File: config.mk
export PLATFORM = sky130hd
export DESIGN_NAME = counter_access_sched
export DESIGN_NICKNAME = d
export VERILOG_FILES = /design/src/rtl/counter_access_sched.sv
export SDC_FILE = /design/constraint.sdc
export NUM_CORES = 1
export LEC_CHECK = 0
export ABC_AREA = 1
export CELL_PAD_IN_SITES_DETAIL_PLACEMENT = 0
export CELL_PAD_IN_SITES_GLOBAL_PLACEMENT = 1
export CORE_MARGIN = 3
export CORE_UTILIZATION = 22
export DETAILED_ROUTE_END_ITERATION = 10
export PLACE_DENSITY_LB_ADDON = 0.25
export SLEW_MARGIN = 20
export SYNTH_ARGS = -nofsm -noshare
export SYNTH_HDL_FRONTEND = slang
export SYNTH_SLANG_ARGS = --single-unit
export TNS_END_PERCENT = 1
File: constraint.sdc
create_clock -name clk -period 0.87 [get_ports clk]
set_input_delay 0.174 -clock clk [delete_from_list [all_inputs] [get_ports clk]]
set_output_delay 0.174 -clock clk [all_outputs]
set_load 0.05 [all_outputs]
File: src/rtl/counter_access_sched.sv
// Round-robin scheduler sharing one loadable up-counter between two requesters.
// Ports: clk/rst; req/op/data per requester in; gnt/done/rej/result out; cnt_* to counter; ovf_err, busy.
module counter_access_sched #(
  parameter int WIDTH = 3
) (
  input  logic             clk,
  input  logic             rst,
  input  logic             req0,
  input  logic             req1,
  input  logic             op0,
  input  logic             op1,
  input  logic [WIDTH-1:0] data0,
  input  logic [WIDTH-1:0] data1,
  output logic             gnt0,
  output logic             gnt1,
  output logic             done0,
  output logic             done1,
  output logic             rej,
  output logic [WIDTH-1:0] result,
  output logic             cnt_ld,
  output logic             cnt_inc,
  output logic [WIDTH-1:0] cnt_data,
  input  logic [WIDTH-1:0] cnt_q,
  output logic             ovf_err,
  output logic             busy
);

  typedef enum logic [1:0] {
    IDLE  = 2'd0,
    ISSUE = 2'd1,
    DONE  = 2'd2
  } state_t;

  localparam logic [WIDTH-1:0] MAX = '1;

  state_t           state_q, state_d;
  logic             last_q, last_d;
  logic             idx_q, idx_d;
  logic             op_q, op_d;
  logic             rej_q, rej_d;
  logic             ovf_q, ovf_d;
  logic [WIDTH-1:0] data_q, data_d;

  logic at_max;
  logic win;
  logic issue;
  logic in_done;

  assign at_max = (cnt_q == MAX);
  // Tie goes to whoever was not granted last; a lone request always wins.
  assign win = (req0 & req1) ? ~last_q : req1;

  always_ff @(posedge clk) begin
    if (rst) begin
      state_q <= IDLE;
      last_q  <= 1'b1;
      idx_q   <= 1'b0;
      op_q    <= 1'b0;
      rej_q   <= 1'b0;
      ovf_q   <= 1'b0;
      data_q  <= '0;
    end else begin
      state_q <= state_d;
      last_q  <= last_d;
      idx_q   <= idx_d;
      op_q    <= op_d;
      rej_q   <= rej_d;
      ovf_q   <= ovf_d;
      data_q  <= data_d;
    end
  end

  always_comb begin
    state_d = state_q;
    last_d  = last_q;
    idx_d   = idx_q;
    op_d    = op_q;
    rej_d   = rej_q;
    ovf_d   = ovf_q;
    data_d  = data_q;
    unique case (state_q)
      IDLE: begin
        if (req0 | req1) begin
          state_d = ISSUE;
          idx_d   = win;
          last_d  = win;
          op_d    = win ? op1 : op0;
          data_d  = win ? data1 : data0;
        end
      end
      ISSUE: begin
        rej_d = ~op_q & at_max;
        if (~op_q & at_max) ovf_d = 1'b1;
        state_d = DONE;
      end
      DONE:    state_d = IDLE;
      default: state_d = IDLE;
    endcase
  end

  always_comb begin
    // Strobes are suppressed while rst is high so an aborted issue never
    // touches the counter.
    issue    = (state_q == ISSUE) & ~rst;
    in_done  = (state_q == DONE);
    busy     = (state_q != IDLE);
    gnt0     = busy & ~idx_q;
    gnt1     = busy & idx_q;
    cnt_ld   = issue & op_q;
    cnt_inc  = issue & ~op_q & ~at_max;
    cnt_data = cnt_ld ? data_q : '0;
    done0    = in_done & ~idx_q;
    done1    = in_done & idx_q;
    rej      = in_done & rej_q;
    result   = in_done ? cnt_q : '0;
    ovf_err  = ovf_q;
  end

endmodule

==> results.py, run 1 <==
metrics = {
    "outcome": {
        "status": "finished, violations left",
        "violations": "negative setup slack",
    },
    "die": {
        "rows": 17,
        "core-area_sq_um": 2320,
        "start_util": 0.243,
        "die_width_um": 56.6,
        "ioPinCount": 30,
        "die-height_um": 56.6,
        "dieArea_sq_um": 3210,
    },
    "cells_and_area": {
        "syn_to_final_growth_pct": 115,
        "fin_nets": 145,
        "fill_cells": 234,
        "diodes": 0,
        "drive_gt1_frac": 0.430,
        "final_cell_mix": "15 x nand2_1, 15 x buf_12, 13 x inv_1",
        "final_cells": 156,
    },
    "clock_tree": {
        "htree_levels": 1,
        "cts_buffers": 3,
        "clock_sinks": 10,
        "clkSlewWorstSetupHoldPaths_ns": 0.06,
        "clkLatencyLatePin_ns": 0.26,
        "post-cts-setup-buffers": 0,
        "clk_path_buf_depth": 2,
        "hold_buffers": 0,
        "root_buffer": "clkbuf_4",
        "cts_tree": "built",
    },
    "grt": {
        "grt_use_met1": 0.112,
        "overflow": 0,
        "grt_use_met2": 0.182,
        "grt_max_degree": 10,
        "grt.met3_usage": 0.0230,
        "gr-usage-all-layers": 0.104,
        "top_usage_layer": "met2",
        "grt_pass1_vias": 637,
        "grt_pass1_wl_um": 2610,
        "antenna_found_initial": 0,
    },
    "power_and_ir_drop": {
        "p_int_uw": 927,
        "p_leak_uw": 0.000532,
        "clockPowerShare": 0.216,
        "swShare": 0.344,
        "finalPower_uw": 1410,
        "p_per_area_nw_per_um2": 1160,
        "comb_power_share": 0.407,
        "peakVddDrop_uv": 600,
        "power_frac_seq": 0.377,
        "switching_power_uw": 485,
    },
    "setup_path": {
        "worst_setup_path_start_kind": "flop",
        "cp_num_cells": 6,
        "path_class": "reg2out",
        "cp.arrival_ns": 1.20,
        "cp_num_buf_inv": 2,
        "path_delay_family": "simple AND/OR/NAND/NOR gates",
        "max_stage_delay_ns": 0.34,
        "critPathCaptureType": "output pin",
        "required_ns": 0.70,
        "worstRegToRegCells": 6,
        "path_max_fanout": 4,
        "path_cells": "inv_2 > nand2_4 > nor2_4 > nand2_4 > nor2_4 > buf_12",
        "cp_slowest_cell": "dfxtp_2",
    },
    "drt": {
        "drtAntennaViolNets": 0,
        "wl_per_cell_um": 9.19,
        "viasPerCell": 4.13,
        "wl_um": 1430,
        "drc": 0,
        "drt_iter0_drc": 5,
        "drtPass1Iterations": 2,
        "vias": 645,
    },
    "timing": {
        "final_max_slew_viol_count": 0,
        "worst_slew_margin_rel": 0.812,
        "fin_crit_sh": 1.58,
        "fin_crit_ns": 1.38,
        "worst-slew-pin-transition_ns": 0.282,
        "grt_setup_unrepaired": "yes",
        "fmax_mhz": 726,
        "worst_slack_ns": -0.507,
        "tns_ns": -7.18,
        "timing.hold.ws_ns": 0.330,
        "hold_violations": 0,
        "fin_skew_ns": 0.00598,
        "setup_viol": 22,
    },
    "worst_hold_path": {
        "hold_class": "in2reg",
        "whs_path_depth": 2,
    },
    "yosys": {
        "synth_cell_type_count": 13,
        "syn-cell-area_sq_um": 564,
        "synth.avg_cell_area_sq_um": 6.41,
        "synth_seq_area_share": 0.355,
        "syn_nets": 103,
        "syn_inst": 88,
        "yosys_warnings": 0,
        "ys_ff_latch": 10,
    },
    "place": {
        "io_buffers": 29,
        "numPlacedInstances": 153,
        "gp_congestion": 0.669,
        "hpwl_um": 1260,
        "dp_slack_ns": -0.573,
    },
    "flow_run": {
        "maxCapViolCount": 0,
    },
}
==> sequential cells by signal, summed over array words and instances, names as in the netlist <==
register	count
state_q	2
op_q	1
last_q	1
ovf_err	1
data_q	3
rej_q	1
idx_q	1
==> cell type report <==
cell class	instances	area [sq um]	share of cell area
Timing Repair Buffer	38	509	0.420
Multi-Input combinational cell	63	390	0.322
Sequential cell	10	204	0.168
Inverter	14	52.6	0.0433
Tap cell	28	35.0	0.0289
Clock buffer	3	22.5	0.0186
==> power groups by stage <==
stage | clock network, uW | logic, uW | registers, uW
floorplan | 0 | 296 | 541
global placement | 0 | 558 | 538
detailed placement | 0 | 564 | 540
CTS | 326 | 580 | 532
global route | 343 | 628 | 535
finish | 306 | 575 | 532
==> stage by stage <==
stage,utilization,area (sq um)
2_1_floorplan,-,624
3_3_place_gp,0.499,1160
3_5_place_dp,0.499,1160
4_1_cts,0.521,1210
5_1_grt,0.523,1210
6_report,0.523,1210
==> cells by family (layout without fill, tap and decap cells) <==
family / count (synthesis) / after routing / synth area share
DFF: 10 / 10 / 0.355
buffers and inverters: 15 / 55 / 0.113
AOI/OAI and AO/OA: 8 / 8 / 0.0953
and+or+nand+nor: 55 / 55 / 0.437
==> per-layer routing <==
metal,part of all wire,vias to the layer above
met3,0.075,2
met4,0.012,0
li1,-,349
met2,0.53,22
met1,0.38,272
met5,0,-
==> path summary, 6_finish.rpt <==
kind | startpoint | endpoint | slack [ns]
worst min-delay path | rst | state_q[1] | 0.33
worst min register to register | rej_q | rej_q | 0.47
worst max-delay path | state_q[1] | cnt_data[2] | -0.51
worst max register to register | state_q[1] | data_q[0] | -0.15
==> Yosys cell counts <==
library cell	n	area [sq um]
nor4_1	1	6.26
nor2_4	2	22.5
buf_6	1	11.3
a21oi_1	3	15.0
o21ai_2	1	8.76
nand3_1	6	30.0
dfxtp_1	10	200
nor2_1	22	82.6
nor2_2	2	12.5
nand2_1	18	67.6
nand2_2	4	25.0
inv_1	14	52.6
a21boi_0	4	30.0
==> repair_timing <==
action                                  CTS  global route
gates resized for setup                  10             2
endpoints found under the setup margin   24            24
pin swaps                                 2             0
endpoints found under the hold margin     0             0
Power figures use the tool's default switching activity.
==> run 2, diff against run 1 <==
--- a/config.mk
+++ b/config.mk
@@ -5,7 +5,6 @@
 export SDC_FILE = /design/constraint.sdc
 export NUM_CORES = 1
 export LEC_CHECK = 0
-export ABC_AREA = 1
 export CELL_PAD_IN_SITES_DETAIL_PLACEMENT = 0
 export CELL_PAD_IN_SITES_GLOBAL_PLACEMENT = 1
 export CORE_MARGIN = 3
==> results.py, run 2 <==
metrics = {
    "grt": {
        "grt_pass1_vias": 612,
        "gr-usage-all-layers": 0.115,
        "antenna_found_initial": 0,
        "overflow": 0,
        "grt_max_degree": 8,
        "grt_pass1_wl_um": 2460,
    },
    "worst_hold_path": {
        "hold_start": "rst",
        "hold-path-endpoint": "state_q[1]",
        "whs_path_depth": 2,
        "hold_class": "in2reg",
    },
    "drt": {
        "drc": 0,
        "drt_iter0_drc": 3,
        "met3_length_um": 120,
        "drt-met1-wl_um": 628,
        "route.met2.wl_um": 721,
        "vias": 581,
        "viasPerCell": 4.57,
        "drtAntennaViolNets": 0,
        "wl_um": 1510,
        "drtPass1Iterations": 2,
        "highest_layer": "met4",
        "wl_per_cell_um": 11.9,
    },
    "outcome": {
        "status": "finished, violations left",
        "violations": "negative setup slack",
    },
    "clock_tree": {
        "root_buffer": "clkbuf_4",
        "clock_sinks": 10,
        "clkLatencyLatePin_ns": 0.25,
        "cts_buffers": 3,
        "htree_levels": 1,
        "clk_path_buf_depth": 2,
        "clkSlewWorstSetupHoldPaths_ns": 0.06,
        "cts_tree": "built",
    },
    "cells_and_area": {
        "fin_nets": 117,
        "drive_gt1_frac": 0.520,
        "final_common_cell": "buf_12",
        "syn_to_final_growth_pct": 129,
        "finalInstanceArea_sq_um": 1150,
        "diodes": 0,
        "fill_cells": 193,
        "final_cell_mix": "13 x buf_12, 12 x clkdlybuf4s50_1, 10 x buf_4",
        "max_flop_register": "data_q",
        "largest_register_ffs": 3,
        "reg_top3": "data_q (3), state_q (2)",
    },
    "die": {
        "die_width_um": 53.8,
        "start_util": 0.244,
        "rows": 16,
        "dieArea_sq_um": 2900,
        "die-height_um": 53.8,
        "ioPinCount": 30,
        "core-area_sq_um": 2060,
    },
    "setup_path": {
        "worstRegToRegCells": 6,
        "path_class": "reg2out",
        "required_ns": 0.70,
        "cp_num_buf_inv": 3,
        "path_cells": "buf_4 > nor2_4 > clkinvlp_4 > and2_4 > buf_6",
        "critPathCaptureType": "output pin",
        "worst_setup_path_start_kind": "flop",
        "cp.arrival_ns": 1.24,
        "r2r_slack_ns": -0.41,
        "reg2reg_from": "state_q[1]",
        "path_max_fanout": 3,
        "max_stage_delay_ns": 0.32,
        "critPathLaunch": "state_q[1]",
        "reg2reg_to": "last_q",
        "path_delay_family": "buffers and inverters",
        "cp_slowest_cell": "dfxtp_2",
    },
    "place": {
        "gp_congestion": 0.709,
        "io_buffers": 29,
        "hpwl_um": 1190,
        "place_area_sq_um": 1050,
    },
    "timing": {
        "fin_skew_ns": 0.00104,
        "worst-slew-pin-transition_ns": 0.400,
        "tns_ns": -9.39,
        "worst_slack_ns": -0.544,
        "hold_violations": 0,
        "fmax_mhz": 707,
        "grt_setup_unrepaired": "yes",
        "worst_slew_margin_rel": 0.732,
        "final_max_slew_viol_count": 0,
        "fin_crit_sh": 1.63,
        "fin_crit_ns": 1.41,
        "setup_viol": 24,
    },
    "yosys": {
        "yosys_warnings": 0,
        "post-synth-top-count-cell": "dfxtp_1",
        "synth_edf_count": 0,
        "syn_nets": 73,
        "synthArstFlopShare": 0,
        "synth.avg_cell_area_sq_um": 8.67,
        "synth_area_leaders": "dfxtp_1 40%, and2_1 8.7%, mux2i_1 8.0%, a21oi_1 7.0%, a211oi_1 6.0%",
        "syn_inst": 58,
        "synth_cell_type_count": 20,
        "synth_commonest_cells": "10 x dfxtp_1, 7 x a21oi_1, 7 x and2_1",
        "synth_top_area_cell": "dfxtp_1",
        "synth_seq_area_share": 0.398,
        "syn-cell-area_sq_um": 503,
        "ys.flop_type": "dfxtp_1",
        "yosysTopAreaCellShare": 0.398,
        "ys_ff_latch": 10,
    },
    "power_and_ir_drop": {
        "p_leak_uw": 0.000454,
        "finalPower_uw": 1400,
        "p_per_area_nw_per_um2": 1220,
        "peakVddDrop_uv": 616,
    },
    "flow_run": {
        "maxCapViolCount": 0,
    },
}
run 2: timing repair:
item / in CTS / in global routing
hold buffers: 0 / 0
endpoints found under the hold margin: 0 / 0
resized for setup: 11 / 8
setup buffers: 2 / 0
setup endpoints to repair: 24 / 24
pin swaps: 5 / 5
run 2: logic make-up after synthesis:
logic type | share of synthesized area
buf+inv | 0.0224
compound gates | 0.197
simple gates | 0.303
mux | 0.0796
flops | 0.398
run 2: per-layer routing:
layer / GRT usage / vias up
li1: - / 290
met1: 0.121 / 260
met2: 0.210 / 27
met3: 0.0249 / 4
met4: 0.0638 / 0
met5: 0 / -
run 2: worst max path at each step:
stage                  end  slack, ns  cells after the start
2_1_floorplan         gnt1      -0.44                      3
3_3_place_gp       ovf_err      -0.58                      4
3_5_place_dp       ovf_err      -0.62                      4
4_1_cts        cnt_data[2]      -0.60                      4
5_1_grt            cnt_inc      -0.60                      4
6_report              gnt1      -0.54                      5
run 2: layout make-up:
| type | count | area [sq um] | share of cell area |
|---|---|---|---|
| Multi-Input combinational cell | 45 | 372 | 0.323 |
| Inverter | 2 | 11.3 | 0.00979 |
| Sequential cell | 10 | 204 | 0.177 |
| Tap cell | 27 | 33.8 | 0.0294 |
| Timing Repair Buffer | 40 | 507 | 0.441 |
| Clock buffer | 3 | 22.5 | 0.0196 |
run 2: power by group:
| group | total [uW] | leakage [uW] | switching (uW) | internal [uW] |
|---|---|---|---|---|
| Clock | 308 | 0.0000138 | 149 | 159 |
| Combinational | 549 | 0.000357 | 261 | 288 |
| Sequential | 540 | 0.0000837 | 41.0 | 499 |
| Total | 1400 | 0.000454 | 451 | 946 |
run 2: through the flow:
stage          cells  hold WS (ns)  setup slack (ns)  utilization
2_1_floorplan     58         0.276            -0.441            -
3_3_place_gp     122         0.443            -0.578        0.511
3_5_place_dp     122         0.449            -0.617        0.511
4_1_cts          127         0.294            -0.602        0.541
5_1_grt          127         0.316            -0.605        0.558
6_report         127         0.310            -0.544        0.558
